File: src/rtl/vending_coin_feeder.sv
// rtl/vending_coin_feeder.sv - coin sensor front end feeding and checking the vending controller
module vending_coin_feeder #(
   parameter int DEPTH = 4,
   parameter int GAP   = 1,
   parameter int CNT_W = 8
) (
   input  logic                    clk,
   input  logic                    rst,
   input  logic                    nickel_in,
   input  logic                    dime_in,
   input  logic                    hold,
   input  logic                    dispense,
   input  logic                    chg5,
   output logic [1:0]              coin,
   output logic                    busy,
   output logic                    full,
   output logic [$clog2(DEPTH):0]  level,
   output logic                    reject,
   output logic                    err,
   output logic [CNT_W-1:0]        vend_cnt,
   output logic [CNT_W-1:0]        chg_cnt
);

   localparam int AW = $clog2(DEPTH);
   localparam int LW = AW + 1;
   localparam int GW = (GAP > 1) ? $clog2(GAP) : 1;
   localparam logic [LW-1:0] FULL_LVL = LW'(DEPTH);
   localparam logic [GW-1:0] GAP_LAST = GW'(GAP - 1);

   typedef enum logic [1:0] {
      S_IDLE  = 2'd0,
      S_DRIVE = 2'd1,
      S_GAP   = 2'd2
   } state_t;

   // sensor history, set after reset so a level already high is not an edge
   logic             hist_n_q, hist_n_d;
   logic             hist_d_q, hist_d_d;

   // coin FIFO
   logic [1:0]       fifo_q [DEPTH];
   logic [1:0]       fifo_d [DEPTH];
   logic [AW-1:0]    wr_ptr_q, wr_ptr_d;
   logic [AW-1:0]    rd_ptr_q, rd_ptr_d;
   logic [LW-1:0]    count_q, count_d;

   // issue FSM
   state_t           state_q, state_d;
   logic [GW-1:0]    gap_cnt_q, gap_cnt_d;
   logic [1:0]       coin_q, coin_d;

   // status and shadow credit model (credit is in money units, always < 20)
   logic             reject_q, reject_d;
   logic             err_q, err_d;
   logic [4:0]       credit_q, credit_d;
   logic [CNT_W-1:0] vend_q, vend_d;
   logic [CNT_W-1:0] chg_q, chg_d;

   logic             ev_n, ev_d;
   logic             push, pop;
   logic [1:0]       push_code;
   logic             full_w, empty_w;
   logic [1:0]       head;
   logic [4:0]       total;
   logic             exp_disp, exp_chg;

   assign full_w  = (count_q == FULL_LVL);
   assign empty_w = (count_q == '0);
   assign head    = fifo_q[rd_ptr_q];

   // edge detection, jam/overflow rejection and FIFO bookkeeping
   always_comb begin
      hist_n_d  = nickel_in;
      hist_d_d  = dime_in;
      ev_n      = nickel_in & ~hist_n_q;
      ev_d      = dime_in & ~hist_d_q;
      push_code = ev_n ? 2'b01 : 2'b10;
      push      = (ev_n ^ ev_d) & ~full_w;
      reject_d  = (ev_n & ev_d) | ((ev_n ^ ev_d) & full_w);
      fifo_d    = fifo_q;
      wr_ptr_d  = wr_ptr_q;
      rd_ptr_d  = rd_ptr_q;
      count_d   = count_q;
      if (push) begin
         fifo_d[wr_ptr_q] = push_code;
         wr_ptr_d         = wr_ptr_q + AW'(1);
      end
      if (pop) begin
         rd_ptr_d = rd_ptr_q + AW'(1);
      end
      case ({push, pop})
         2'b10:   count_d = count_q + LW'(1);
         2'b01:   count_d = count_q - LW'(1);
         default: count_d = count_q;
      endcase
   end

   // issue FSM next state; a coin may be popped straight out of the last gap cycle
   always_comb begin
      state_d   = state_q;
      gap_cnt_d = gap_cnt_q;
      coin_d    = 2'b00;
      pop       = 1'b0;
      case (state_q)
         S_IDLE: begin
            if (!empty_w && !hold) begin
               pop     = 1'b1;
               coin_d  = head;
               state_d = S_DRIVE;
            end
         end
         S_DRIVE: begin
            gap_cnt_d = '0;
            state_d   = S_GAP;
         end
         S_GAP: begin
            if (gap_cnt_q == GAP_LAST) begin
               if (!empty_w && !hold) begin
                  pop     = 1'b1;
                  coin_d  = head;
                  state_d = S_DRIVE;
               end else begin
                  state_d = S_IDLE;
               end
            end else begin
               gap_cnt_d = gap_cnt_q + GW'(1);
            end
         end
         default: state_d = S_IDLE;
      endcase
   end

   // shadow credit check of the controller's Mealy response at the end of each drive
   always_comb begin
      err_d    = err_q;
      credit_d = credit_q;
      vend_d   = vend_q;
      chg_d    = chg_q;
      total    = credit_q + ((coin_q == 2'b01) ? 5'd5 : 5'd10);
      exp_disp = (total >= 5'd20);
      exp_chg  = (total == 5'd25);
      if (state_q == S_DRIVE) begin
         if ((dispense != exp_disp) || (chg5 != exp_chg)) begin
            err_d = 1'b1;
         end
         credit_d = exp_disp ? 5'd0 : total;
         if (dispense) begin
            vend_d = vend_q + CNT_W'(1);
         end
         if (chg5) begin
            chg_d = chg_q + CNT_W'(1);
         end
      end else if (dispense || chg5) begin
         err_d = 1'b1;
      end
   end

   // state registers with asynchronous active-low reset
   always_ff @(posedge clk or negedge rst) begin
      if (!rst) begin
         hist_n_q  <= 1'b1;
         hist_d_q  <= 1'b1;
         for (int i = 0; i < DEPTH; i++) begin
            fifo_q[i] <= 2'b00;
         end
         wr_ptr_q  <= '0;
         rd_ptr_q  <= '0;
         count_q   <= '0;
         state_q   <= S_IDLE;
         gap_cnt_q <= '0;
         coin_q    <= 2'b00;
         reject_q  <= 1'b0;
         err_q     <= 1'b0;
         credit_q  <= '0;
         vend_q    <= '0;
         chg_q     <= '0;
      end else begin
         hist_n_q  <= hist_n_d;
         hist_d_q  <= hist_d_d;
         fifo_q    <= fifo_d;
         wr_ptr_q  <= wr_ptr_d;
         rd_ptr_q  <= rd_ptr_d;
         count_q   <= count_d;
         state_q   <= state_d;
         gap_cnt_q <= gap_cnt_d;
         coin_q    <= coin_d;
         reject_q  <= reject_d;
         err_q     <= err_d;
         credit_q  <= credit_d;
         vend_q    <= vend_d;
         chg_q     <= chg_d;
      end
   end

   assign coin     = coin_q;
   assign busy     = (state_q != S_IDLE) | ~empty_w;
   assign full     = full_w;
   assign level    = count_q;
   assign reject   = reject_q;
   assign err      = err_q;
   assign vend_cnt = vend_q;
   assign chg_cnt  = chg_q;

endmodule

File: config.mk
export PLATFORM = sky130hd
export DESIGN_NAME = vending_coin_feeder
export DESIGN_NICKNAME = d
export VERILOG_FILES = /design/src/rtl/vending_coin_feeder.sv
export SDC_FILE = /design/constraint.sdc
export NUM_CORES = 1
export LEC_CHECK = 0
export BUFFER_PORTS_ARGS = -buffer_cell sky130_fd_sc_hd__buf_2
export CORE_ASPECT_RATIO = 0.6
export CORE_MARGIN = 3
export CORE_UTILIZATION = 25
export CTS_CLUSTER_DIAMETER = 50
export DETAILED_ROUTE_END_ITERATION = 16
export GPL_TIMING_DRIVEN = 1
export SLEW_MARGIN = 40
export SYNTH_ARGS = -nofsm -noshare
export SYNTH_HDL_FRONTEND = slang
export SYNTH_SLANG_ARGS = --single-unit
File: constraint.sdc
create_clock -name clk -period 3.15 [get_ports clk]
set_clock_uncertainty 0.2 [all_clocks]
set_input_delay 0.1575 -clock clk [delete_from_list [all_inputs] [get_ports clk]]
set_output_delay 0.1575 -clock clk [all_outputs]
set_load 0.01 [all_outputs]
# --- Word level (Yosys, flattened, before mapping) ---
# Cells that the tools add are included.
# Widths: inputs -> output; s select.
op_classes:
  addsub: 8
  n_lt_le_gt_ge: 4
  eq_ne: 12
  n_mux: 25
  bitwise: 14
  reduce_logical: 16
op_table:
  columns: ["op", "count"]
  rows:
  - ["$add 8x1->8 const B", 2]
  - ["$mux 2", 8]
  - ["$bwmux 8", 1]
  - ["$reduce_and 2->1", 4]
  - ["$reduce_bool 2->1", 4]
  - ["$mux 1", 7]
  - ["$eq 2x1->1 const B", 3]
  - ["$ge 3x3->1 const B", 2]
  - ["$not 2->3", 2]
  - ["$pmux 2 s3", 1]
  - ["$pmux 3 s2", 1]
  - ["$add 5x4->5", 1]
  - ["$and 1x1->1", 5]
  - ["$eq 5x5->1 const B", 1]
  - ["$ge 5x5->1 const B", 1]
  - ["$mux 5", 1]
  - ["$add 2x1->2 const B", 2]
  - ["$bmux 2 s2", 1]
  - ["$demux 2 s2", 1]
  - ["$eq 2x2->1 const B", 2]
  - ["$mux 4", 1]
  - ["$ne 2x2->1 const B", 2]
  - ["$not 1->1", 4]
  - ["$pmux 1 s2", 2]
  - ["15 further kinds", 20]
word_totals:
  ff_bits: 45
  in_bits: 7
  out_inout_bits: 25
  wordCells: 96

# --- Depth between registers and ports, before layout ---
# Gate-level depths: netlist of run 1.
depth:
  word_depth: 8
  ltp_mapped: 13
  mapped_depth_nobuf: 10

# --- Worst setup path after synthesis of run 1 ---
# Ideal clock, no wire load.
synth_path:
  path_type: "reg2reg"
  startpoint: "register hist_n_q"
  endpoint: "register count_q[2], in the netlist level[2]"
  setup_ns: 0.079
  t_arrival_ns: 2.517
  required_ns: 2.871
  path_slack_ns: 0.353
  stages_incl_launch_ff: 14
  path_buffers: 3
  synth_period_minus_slack_ns: 2.797
  path_cell_list: "dfstp_2 > nor2b_1 > clkbuf_1 > ha_1 > nor2b_1 > clkbuf_1 > clkbuf_1 > inv_1 > ha_1 > inv_1 > fa_1 > xor2_1 > nor2_1 > xor2_1"
synth_via:
  elab_chain_cells: 6
  elab_cells_between_ends: 8
  cone_classes: "eq/ne (2); mux (1); bitwise (4); reduce/logical (1)"
synth_rtl:
  columns: ["item", "line_no", "source"]
  rows:
  - ["from (decl)", "37", "logic hist_n_q, hist_n_d;"]
  - ["from (signal assigned)", "178", "hist_n_q <= hist_n_d;"]
  - ["$not 1->1 *", "75", "ev_n = nickel_in & ~hist_n_q;"]
  - ["$and 1x1->1 *", "75", null]
  - ["via ev_n", "59", "logic ev_n, ev_d;"]
  - ["$xor 1x1->1 *", "78", "push = (ev_n ^ ev_d) & ~full_w;"]
  - ["$and 1x1->1 *", "78", null]
  - ["$eq 2x1->1 or $eq 2x2->1 (tied branches)", "91", "case ({push, pop})"]
  - ["$pmux 3 s2 or $reduce_bool 2->1 (tied branches)", null, null]
  - ["to (signal assigned)", "183", "count_q <= count_d;"]
  - ["to (decl)", "45", "logic [LW-1:0] count_q, count_d;"]
# Mark *: on every way through the listed nets, which the timed path passes. The rest lies on a longest branch.
# A chain may end at the register's enable or synchronous reset.

# --- Worst setup path after layout of run 1 ---
layout_path:
  startpoint: "register coin_q[1], in the netlist coin[1]"
  endpoint: "register err_q, in the netlist err"
layout_via:
  elab_chain_cells: 8
  elab_cells_between_ends: 10
  cone_classes: "add/sub (1); order compare (1); eq/ne (5); mux (1); reduce/logical (2)"
layout_rtl:
  columns: ["item", "line_no", "source"]
  rows:
  - ["from (decl)", "50", "logic [1:0] coin_q, coin_d;"]
  - ["from (signal assigned)", "186", "coin_q <= coin_d;"]
  - ["$eq 2x1->1 *", "139", "total = credit_q + ((coin_q == 2'b01) ? 5'd5 : 5'd10);"]
  - ["$mux 4 *", "139", null]
  - ["$add 5x4->5 *", "139", null]
  - ["$ge 5x5->1 or $eq 5x5->1 (tied branches)", "140, 141", null]
  - ["$ne 1x1->1", "143", "if ((dispense != exp_disp) || (chg5 != exp_chg)) begin"]
  - ["$logic_or 1x1->1 *", "143", null]
  - ["$ne 2x1->1 (no line) *", null, null]
  - ["$reduce_and 2->1 (no line) *", null, null]
  - ["to (signal assigned)", "188", "err_q <= err_d;"]
  - ["to (decl)", "54", "logic err_q, err_d;"]
# Mark *: on every way between the ends. The rest lies on a longest branch, timed or not.

==> metrics, run 1 <==
minimum clock period between 2 and 3 ns; dpl hpwl 3140 µm; Core Area about 8600 µm²; startpoint types register; post-route insts no fill about 340; Crit Path Max Fanout 7; Power Density 977 nW/µm²; Clk pin slew, worst setup/hold paths about 0.060 ns; Cells on Worst Hold Path 3; crit path cell chain nand2b_2 > inv_2 > nand2_1 > fa_1 > and3b_2 > a2111oi_4 > xnor2_2 > nor2b_4 > a2111oi_4 > a31oi_1; Ys Warns 0; root buffer cell clkbuf_16; PortBufs 31; TritonCTS buffer count 5; max incr delay on CP 0.47 ns; Max IR drop VDD 0.369 mV; Post-Place Cells approximately 330; top cell type's share of synthesized area 0.471; Min-Delay Path Class primary input to register; DR vias between 1k and 1.5k; row cnt 26; endpoints failing setup 0; Antenna diodes 0; drt pass-1 iters 4; Slowest cell on crit path fa_1; die area a little over 10000 µm²; register area roughly 1100 µm²; Via density approximately 4.3; worst path buffer plus inverter count 1; Hold Vio Cnt, Final 0; largest net degree at the start of global routing 45; WL/cell around 13 µm; syn avg cell area between 10 and 15 µm²; Max Fclk around 0.35 GHz; clock tree buffer depth 2; 1st-iter DRT viols between 50 and 60; Top Family by Delay on Critical Path simple AND/OR/NAND/NOR gates; cell taking the most area after synthesis dfrtp_1; reg2reg end err; grt met1 use 0.150; vias in the first global route 1475; Most common cell on crit path a2111oi_4; worst slew pin tran about 0.57 ns; FF-to-FF Start coin[1]; GR Overflow Total 0; flop2flop setup slack between 0.3 and 0.4 ns; sequential fraction of the synthesis area 0.494; fin area around 2700 µm²; Worst EP arrival 2.79 ns; Starting Density 0.260; fillers just under 900; Area contributors post-synth dfrtp_1 47%, xnor2_1 6.3%, ha_1 5.6%, xor2_1 3.5%, nand2_1 3.0%; worst skew pair latency between 0.2 and 0.3 ns; status finished clean; Synth Register Bits between 40 and 50; leakage power roughly 1.2 nW; worst r2r path cells 10; gpl congestion slightly below 0.9; syn nets approximately 210; met3 usage 0.0269; DRC errors left 0; Synth Instances between 150 and 200; H-tree depth 2; Nets approximately 250; RSZ-0062 raised after global routing no; clock sinks 44; initial antenna violation count 0; Hold Path Sink err; first-pass GRT wire length around 7600 µm; post-placement cell area 2510 µm²; slew margin rel. 0.617; GRT Total Usage 0.0932; share of cells above drive strength 1 0.260; post-synthesis cell type count 45; maxcap violations 0; CTS tree yes; Die Wd between 100 and 150 µm; area of the multi-input gates ~1100 µm²; post-CTS setup buffers 0; Setup crit end kind register; Util after Layout 0.316; Routed WL between 4000 and 5000 µm; I/O pin total 32; GR Layer Usage met2 0.116; Die Y-Extent around 80 µm; TNS Setup 0 ns; gr busiest metal met1; cell area after synthesis about 2200 µm²; fin. max-slew vios 0; area delta synth->final 21.5%; required time worst endpoint 3.10 ns; Worst Setup Path Type register to register; Hold Startpoint dispense; post-route ant nets 0; hold_ws about 0.037 ns; Final period util 0.901
[power breakdown]
part	switching [W]	internal, W	leakage [nW]
Sequential	0.000200	0.000771	0.538
Combinational	0.000606	0.000546	0.636
Clock	0.000211	0.000316	0.0701
[cell usage after synthesis (all sizes together)]
master / number
dfrtp: 42
nand2: 18
xnor2: 16
ha: 10
inv: 10
xor2: 9
a21oi: 7
nand3: 7
a31oi: 6
mux2: 6
nor2: 5
nor2b: 5
clkbuf: 4
nand3b: 4
and2: 3
and3: 3
nor3: 3
a2111oi: 2
a21o: 2
buf: 2
dfstp: 2
fa: 2
mux2i: 2
mux4: 2
nand2b: 2
nand4: 2
o21ai: 2
o31ai: 2
a211oi: 1
and3b: 1
and4: 1
and4b: 1
clkinv: 1
nand4bb: 1
o211ai: 1
o221ai: 1
o32a: 1
or3: 1
or3b: 1
or4: 1
[sequential cells by signal, indices dropped and copies added, names as in the netlist]
register  count
level         3
state_q       2
err           1
fifo_q        8
vend_cnt      8
coin          2
rd_ptr_q      2
reject        1
credit_q      5
hist_n_q      1
chg_cnt       8
hist_d_q      1
wr_ptr_q      2
[logic make-up (layout without fill, tap and decap cells)]
group           after synthesis  count (layout)  synth area share
fa+ha+maj                    12              12            0.0740
compound gates               25              25            0.0902
mux                          10              10            0.0594
simple gates                 59              59             0.152
xor+xnor                     25              25            0.0980
buf+inv                      17              56            0.0325
flops                        44              44             0.494
[worst reg2reg max path, delay by kind of cell, from the launching register on]
family          cells  cell delay, ns
flops               1            0.40
buf+inv             1            0.18
fa+ha+maj           1            0.47
compound gates      3            0.45
simple gates        4            0.82
xor+xnor            1            0.18
[worst max-delay path by stage]
stage,from,endpoint,slack [ns],cells after the start
after global placement,coin[1],credit_q[0],0.36,10
after detailed placement,coin[1],credit_q[0],0.30,10
final,coin[1],err,0.31,10
after floorplan,hist_n_q,level[2],0.35,13
after global routing,coin[1],err,0.13,10
after CTS,coin[1],credit_q[0],0.26,10
[placed cells by master, fill, tap and decap left out, types with 3 or more instances in the layout]
master	n
dfrtp_1	42
buf_2	30
nand2_1	18
xnor2_1	15
ha_1	10
inv_1	9
xor2_1	9
a21oi_1	7
nand3_1	7
a31oi_1	6
mux2_2	6
nor2_1	5
clkbuf_16	5
nand3b_1	4
dlygate4sd3_1	4
and3_1	3
nor2b_1	3
nor3_1	3
and2_1	3
buf_4	3
[per-layer routing]
metal	vias to the layer above	share of wire
met3	5	0.036
met5	-	0
met1	699	0.58
met2	23	0.37
met4	0	0.011
li1	744	-
[through the flow]
step	power (W)	setup WS (ns)
floorplan	0.00181	0.353
global placement	0.00209	0.364
detailed placement	0.00211	0.302
CTS	0.00267	0.261
global route	0.00288	0.134
finish	0.00265	0.312
[timing repair]
| item | 4_1_cts | 5_1_grt |
|---|---|---|
| hold endpoints to repair | 45 | 0 |
| setup endpoints to repair | 0 | 2 |
| hold buffers | 4 | 0 |
| resized for setup | 0 | 1 |
[area by class of cell]
class	count	area share
Sequential cell	44	0.407
Multi-Input combinational cell	131	0.393
Inverter	11	0.0152
Clock inverter	1	0.00277
Tap cell	112	0.0517
Timing Repair Buffer	37	0.0784
Clock buffer	7	0.0526
(Power assumes the default switching activity.)
==> inputs of run 2 (changes only) <==
GPL_TIMING_DRIVEN = 0   (was 1)
==> run 2 against run 1 <==
  * Fmax is 3.8% lower
  * Cell count is 1.2% higher
  * Worst hold slack worse by 0.0014 ns
  * Via count is 3.2% higher
  * Non-clock buffer count is 4 higher
  * Critical endpoint is now level[2]
==> metrics, run 2 (synthesis results as in run 1) <==
post-placement cell area 2530 µm²; 1st-iter DRT viols 56; endpoints failing setup 0; area of the multi-input gates ~1100 µm²; Setup crit end kind register; initial antenna violation count 0; leakage power 1.26 nW; commonest non-fill, non-tap cells in the layout 42 x dfrtp_1, 32 x buf_2, 18 x nand2_1; flop2flop setup slack roughly 0.20 ns; Worst EP arrival roughly 3.0 ns; Nets approximately 250; FF-to-FF Start hist_n_q; Hold Vio Cnt, Final 0; Crit Path Max Fanout 10; Routed WL ~4300 µm; vias in the first global route 1513; Power Density slightly below 1000 nW/µm²; largest net degree at the start of global routing 45; first-pass GRT wire length approximately 7500 µm; Die Y-Extent between 70 and 80 µm; Final period util 0.937; hold_ws 0.0358 ns; post-CTS setup buffers 0; Cells on Worst Hold Path 3; sw power a little over 0.001 W; WL/cell 12.3 µm; P_int approximately 0.0017 W; reg2reg end level[2]; drt pass-1 iters 4; Starting Density 0.260; fillers about 900; Max IR drop VDD approximately 0.28 mV; dpl hpwl around 3100 µm; required time worst endpoint 3.16 ns; Post-Place Cells about 340; TNS Setup 0 ns; RSZ-0062 raised after global routing no; PortBufs 31; Clk pin slew, worst setup/hold paths ~0.060 ns; Sw Share 0.382; Antenna diodes 0; maxcap violations 0; Worst Setup Path Type register to register; startpoint types register; GRT Total Usage 0.0926; crit path cell chain nor2b_1 > clkbuf_2 > ha_1 > nor2b_1 > clkbuf_1 > buf_2 > inv_1 > ha_1 > inv_1 > fa_1 > xor2_1 > nor2_1 > xor2_1; DRC errors left 0; row cnt 26; Via density 4.37; most common cell after layout, fill and taps aside dfrtp_1; Comb pwr share 0.442; Slowest cell on crit path dfstp_2; clock share of power 0.200; die area a little over 10000 µm²; CTS tree yes; Max Fclk approximately 0.34 GHz; H-tree depth 2; Min-Delay Path Class primary input to register; Hold Path Sink err; clock tree buffer depth 2; slew margin rel. 0.611; I/O pin total 32; max incr delay on CP ~0.51 ns; met3 usage 0.0282; minimum clock period 2.95 ns; Die Wd 128 µm; status finished clean; share of cells above drive strength 1 0.268; worst r2r path cells 13; DR vias between 1.5k and 2k; area delta synth->final 22.4%; post-route ant nets 0; post-route insts no fill ~350; gpl congestion roughly 0.80; worst slew pin tran slightly below 0.6 ns; TritonCTS buffer count 5; root buffer cell clkbuf_16; clock sinks 44; GR Layer Usage met2 0.119; fin area 2730 µm²; GR Overflow Total 0; grt met1 use 0.140; gr busiest metal met1; worst skew pair latency 0.29 ns; Hold Startpoint dispense; fin. max-slew vios 0; register area roughly 1100 µm²; sequential share of power 0.357; Core Area between 8000 and 9000 µm²
==> run 2: cell count changes in the layout (fill, tap and decap cells not counted) <==
| cell | change |
|---|---|
| buf_2 | +2 |
| buf_4 | -2 |
| buf_6 | +1 |
| clkbuf_1 | +1 |
| clkbuf_2 | +1 |
| clkinv_2 | +1 |
| clkinvlp_4 | -1 |
| inv_6 | +1 |
==> run 2: metrics by stage <==
stage	total power (W)	util	setup WS, ns
global route	0.00289	0.318	0.0214
global placement	0.00211	0.294	0.0476
CTS	0.00268	0.317	0.0113
finish	0.00267	0.318	0.199
floorplan	0.00181	-	0.353
detailed placement	0.00213	0.295	0.0401
==> run 2: final cells by class <==
cell class / instances / area share
sequential: 44 / 0.404
timing repair buffer: 35 / 0.0723
clock buffer: 6 / 0.0508
buffer: 6 / 0.0124
tap: 112 / 0.0513
clock inverter: 2 / 0.00503
inverter: 11 / 0.0151
multi-input combinational: 131 / 0.389
==> run 2: repair_timing <==
action,4_1_cts,5_1_grt
hold buffers,4,0
hold endpoints to repair,45,0
resized for setup,0,6
setup endpoints to repair,0,3
==> run 2: worst max-delay path, delay by kind of cell, from the launching register on <==
| family | cells | cell delay (ns) |
|---|---|---|
| xor gates and xnor gates | 2 | 0.30 |
| adders and majority gates | 3 | 0.87 |
| and+or+nand+nor | 3 | 0.28 |
| DFF | 1 | 0.51 |
| buffers and inverters | 5 | 0.72 |
==> run 2: per-layer routing <==
metal / wire, µm / vias to the layer above
met5: 0 / -
met4: 76 / 0
met3: 218 / 7
met2: 1660 / 34
met1: 2290 / 728
li1: - / 749
==> run 2: power by group through the flow <==
stage	sequential [W]	clock, W	combinational, W
2_1_floorplan	0.000965	0	0.000846
6_report	0.000954	0.000536	0.00118
3_5_place_dp	0.000962	0	0.00117
4_1_cts	0.000954	0.000551	0.00118
3_3_place_gp	0.000956	0	0.00116
5_1_grt	0.000988	0.000575	0.00133
==> run 2: worst max-delay path by stage <==
stage | startpoint | end | cells past startpoint
floorplan | hist_n_q | level[2] | 13
global placement | hist_n_q | level[2] | 13
detailed placement | hist_n_q | level[2] | 13
CTS | hist_n_q | level[2] | 13
global route | hist_n_q | level[2] | 13
finish | hist_n_q | level[2] | 13
==> inputs of run 3 (changes only) <==
CORE_ASPECT_RATIO = default   (was 0.6)
==> run 3 against run 2 <==
  * Combinational power barely moved
  * Global-route usage down 0.62 points
  * Via count decreased by 1.6%
  * Wire length fell by 5.9%
  * Clock-buffer cell count grew 1
  * Register-to-register slack worse by 0.02 ns
  * Core utilization fell by 0.34 points
  * Sequential share of layout area is 1.2 points higher
  * Design area decreased by 3.0%
  * Clock power fell by 37%
  * Critical path depth unchanged
  * Critical endpoint unchanged
==> metrics, run 3 (synthesis results as in run 1) <==
Hold Vio Cnt, Final 0; gpl congestion about 0.75; Worst EP arrival around 3.0 ns; minimum clock period 2.97 ns; Nets around 250; maxcap violations 0; commonest non-fill, non-tap cells in the layout 42 x dfrtp_1, 31 x buf_2, 18 x nand2_1; CTS tree yes; Max IR drop VDD 0.331 mV; vias in the first global route between 1.5k and 2k; RSZ-0062 raised after global routing yes; Crit Path Max Fanout 10; Top Family by Delay on Critical Path adder cells; crit path cell chain nor2b_1 > clkbuf_1 > ha_1 > nor2b_1 > clkbuf_1 > clkbuf_2 > inv_1 > ha_1 > inv_1 > fa_1 > xor2_1 > nor2_1 > xor2_1; WL/cell roughly 12 µm; clock tree buffer depth 2; worst slew pin tran about 0.55 ns; TNS Setup 0 ns; status finished clean; Setup crit end kind register; GR Overflow Total 0; H-tree depth 2; clock sinks 44; Core Area ~8400 µm²; worst skew pair latency between 0.2 and 0.3 ns; Routed WL about 4000 µm; PortBufs 31; Min-Delay Path Class primary input to register; share of cells above drive strength 1 0.255; Final period util 0.943; slew margin rel. 0.631; GRT Total Usage 0.0865; post-route ant nets 0; initial antenna violation count 0; DRC errors left 0; fillers between 800 and 900; Power Density 924 nW/µm²; fin. max-slew vios 0; Starting Density 0.265; area of the multi-input gates 1060 µm²; post-CTS setup buffers 0; Antenna diodes 0; grt met1 use 0.108; endpoints failing setup 0; root buffer cell clkbuf_8; register area between 1000 and 1500 µm²; hold_ws between 0.03 and 0.04 ns; row cnt 33; startpoint types register; fin area 2650 µm²; max incr delay on CP 0.52 ns; Clk pin slew, worst setup/hold paths ~0.080 ns; dpl hpwl between 2000 and 3000 µm; Worst Setup Path Type register to register; met3 usage 0.0208; post-placement cell area roughly 2500 µm²; die area around 10000 µm²; I/O pin total 32; TritonCTS buffer count 5; gr busiest metal met2; Die Wd slightly above 100 µm; largest net degree at the start of global routing 45; Slowest cell on crit path dfstp_2; required time worst endpoint 3.17 ns; DR vias 1493; drt pass-1 iters 4; GR Layer Usage met2 0.146; leakage power about 1.2 nW; area delta synth->final 18.8%; most common cell after layout, fill and taps aside dfrtp_1; first-pass GRT wire length 7090 µm; Max Fclk about 0.34 GHz; worst path buffer plus inverter count 5; Die Y-Extent 101 µm; Via density around 4.4; 1st-iter DRT viols 39
==> run 3: cell types whose count changed in the layout (fill, tap and decap cells not counted) <==
| cell | change |
|---|---|
| clkbuf_16 | -5 |
| clkbuf_8 | +4 |
| clkbuf_1 | +3 |
| buf_2 | -1 |
| inv_6 | -1 |
==> run 3: worst min-delay path, stage by stage <==
cell and delay, ns:
buf_2 0.14, nand3_1 0.12, xnor2_1 0.07
==> run 3: worst paths after layout <==
kind                                to  depth (start not counted)        start  slack [ns]
setup / recovery              level[2]                         13     hist_n_q        0.18
hold / removal              chg_cnt[2]                          3         chg5        0.03
setup reg to reg              level[2]                         13     hist_n_q        0.18
hold reg to reg            vend_cnt[7]                          1  vend_cnt[7]        0.27
max in group asynchronous     hist_n_q                          2          rst        2.17
min in group asynchronous     level[2]                          2          rst        0.19
==> run 3: power by group <==
| part | internal, W | total [W] | switching (W) |
|---|---|---|---|
| sequential | 0.000769 | 0.000948 | 0.000178 |
| combinational | 0.000561 | 0.00117 | 0.000605 |
| clock | 0.000156 | 0.000338 | 0.000182 |
| total | 0.00149 | 0.00245 | 0.000965 |
==> run 3: per-layer routing <==
metal	share of wire	vias up
met1	0.46	721
met2	0.50	26
met5	0	-
met3	0.033	2
li1	-	744
met4	0.0035	0
==> run 3: through the flow <==
| step | utilization | power, W | std cells | setup slack (ns) |
|---|---|---|---|---|
| after floorplan | - | 0.00181 | 192 | 0.353 |
| after global placement | 0.299 | 0.00209 | 328 | 0.0919 |
| after detailed placement | 0.299 | 0.00211 | 328 | 0.107 |
| after CTS | 0.314 | 0.00247 | 340 | 0.0843 |
| after global routing | 0.315 | 0.00268 | 340 | -0.0672 |
| final | 0.315 | 0.00245 | 340 | 0.180 |
==> run 3: cell type report <==
cell class	count	share of cell area
buffer	6	0.0123
clock buffer	7	0.0288
clock inverter	1	0.00189
inverter	11	0.0156
multi-input combinational	131	0.401
sequential	44	0.416
tap	105	0.0495
timing repair buffer	35	0.0745
==> run 3: repair_timing <==
action	CTS	global route
hold endpoints to repair	45	0
hold buffers	4	0
endpoints found under the setup margin	0	4
gates resized for setup	0	3
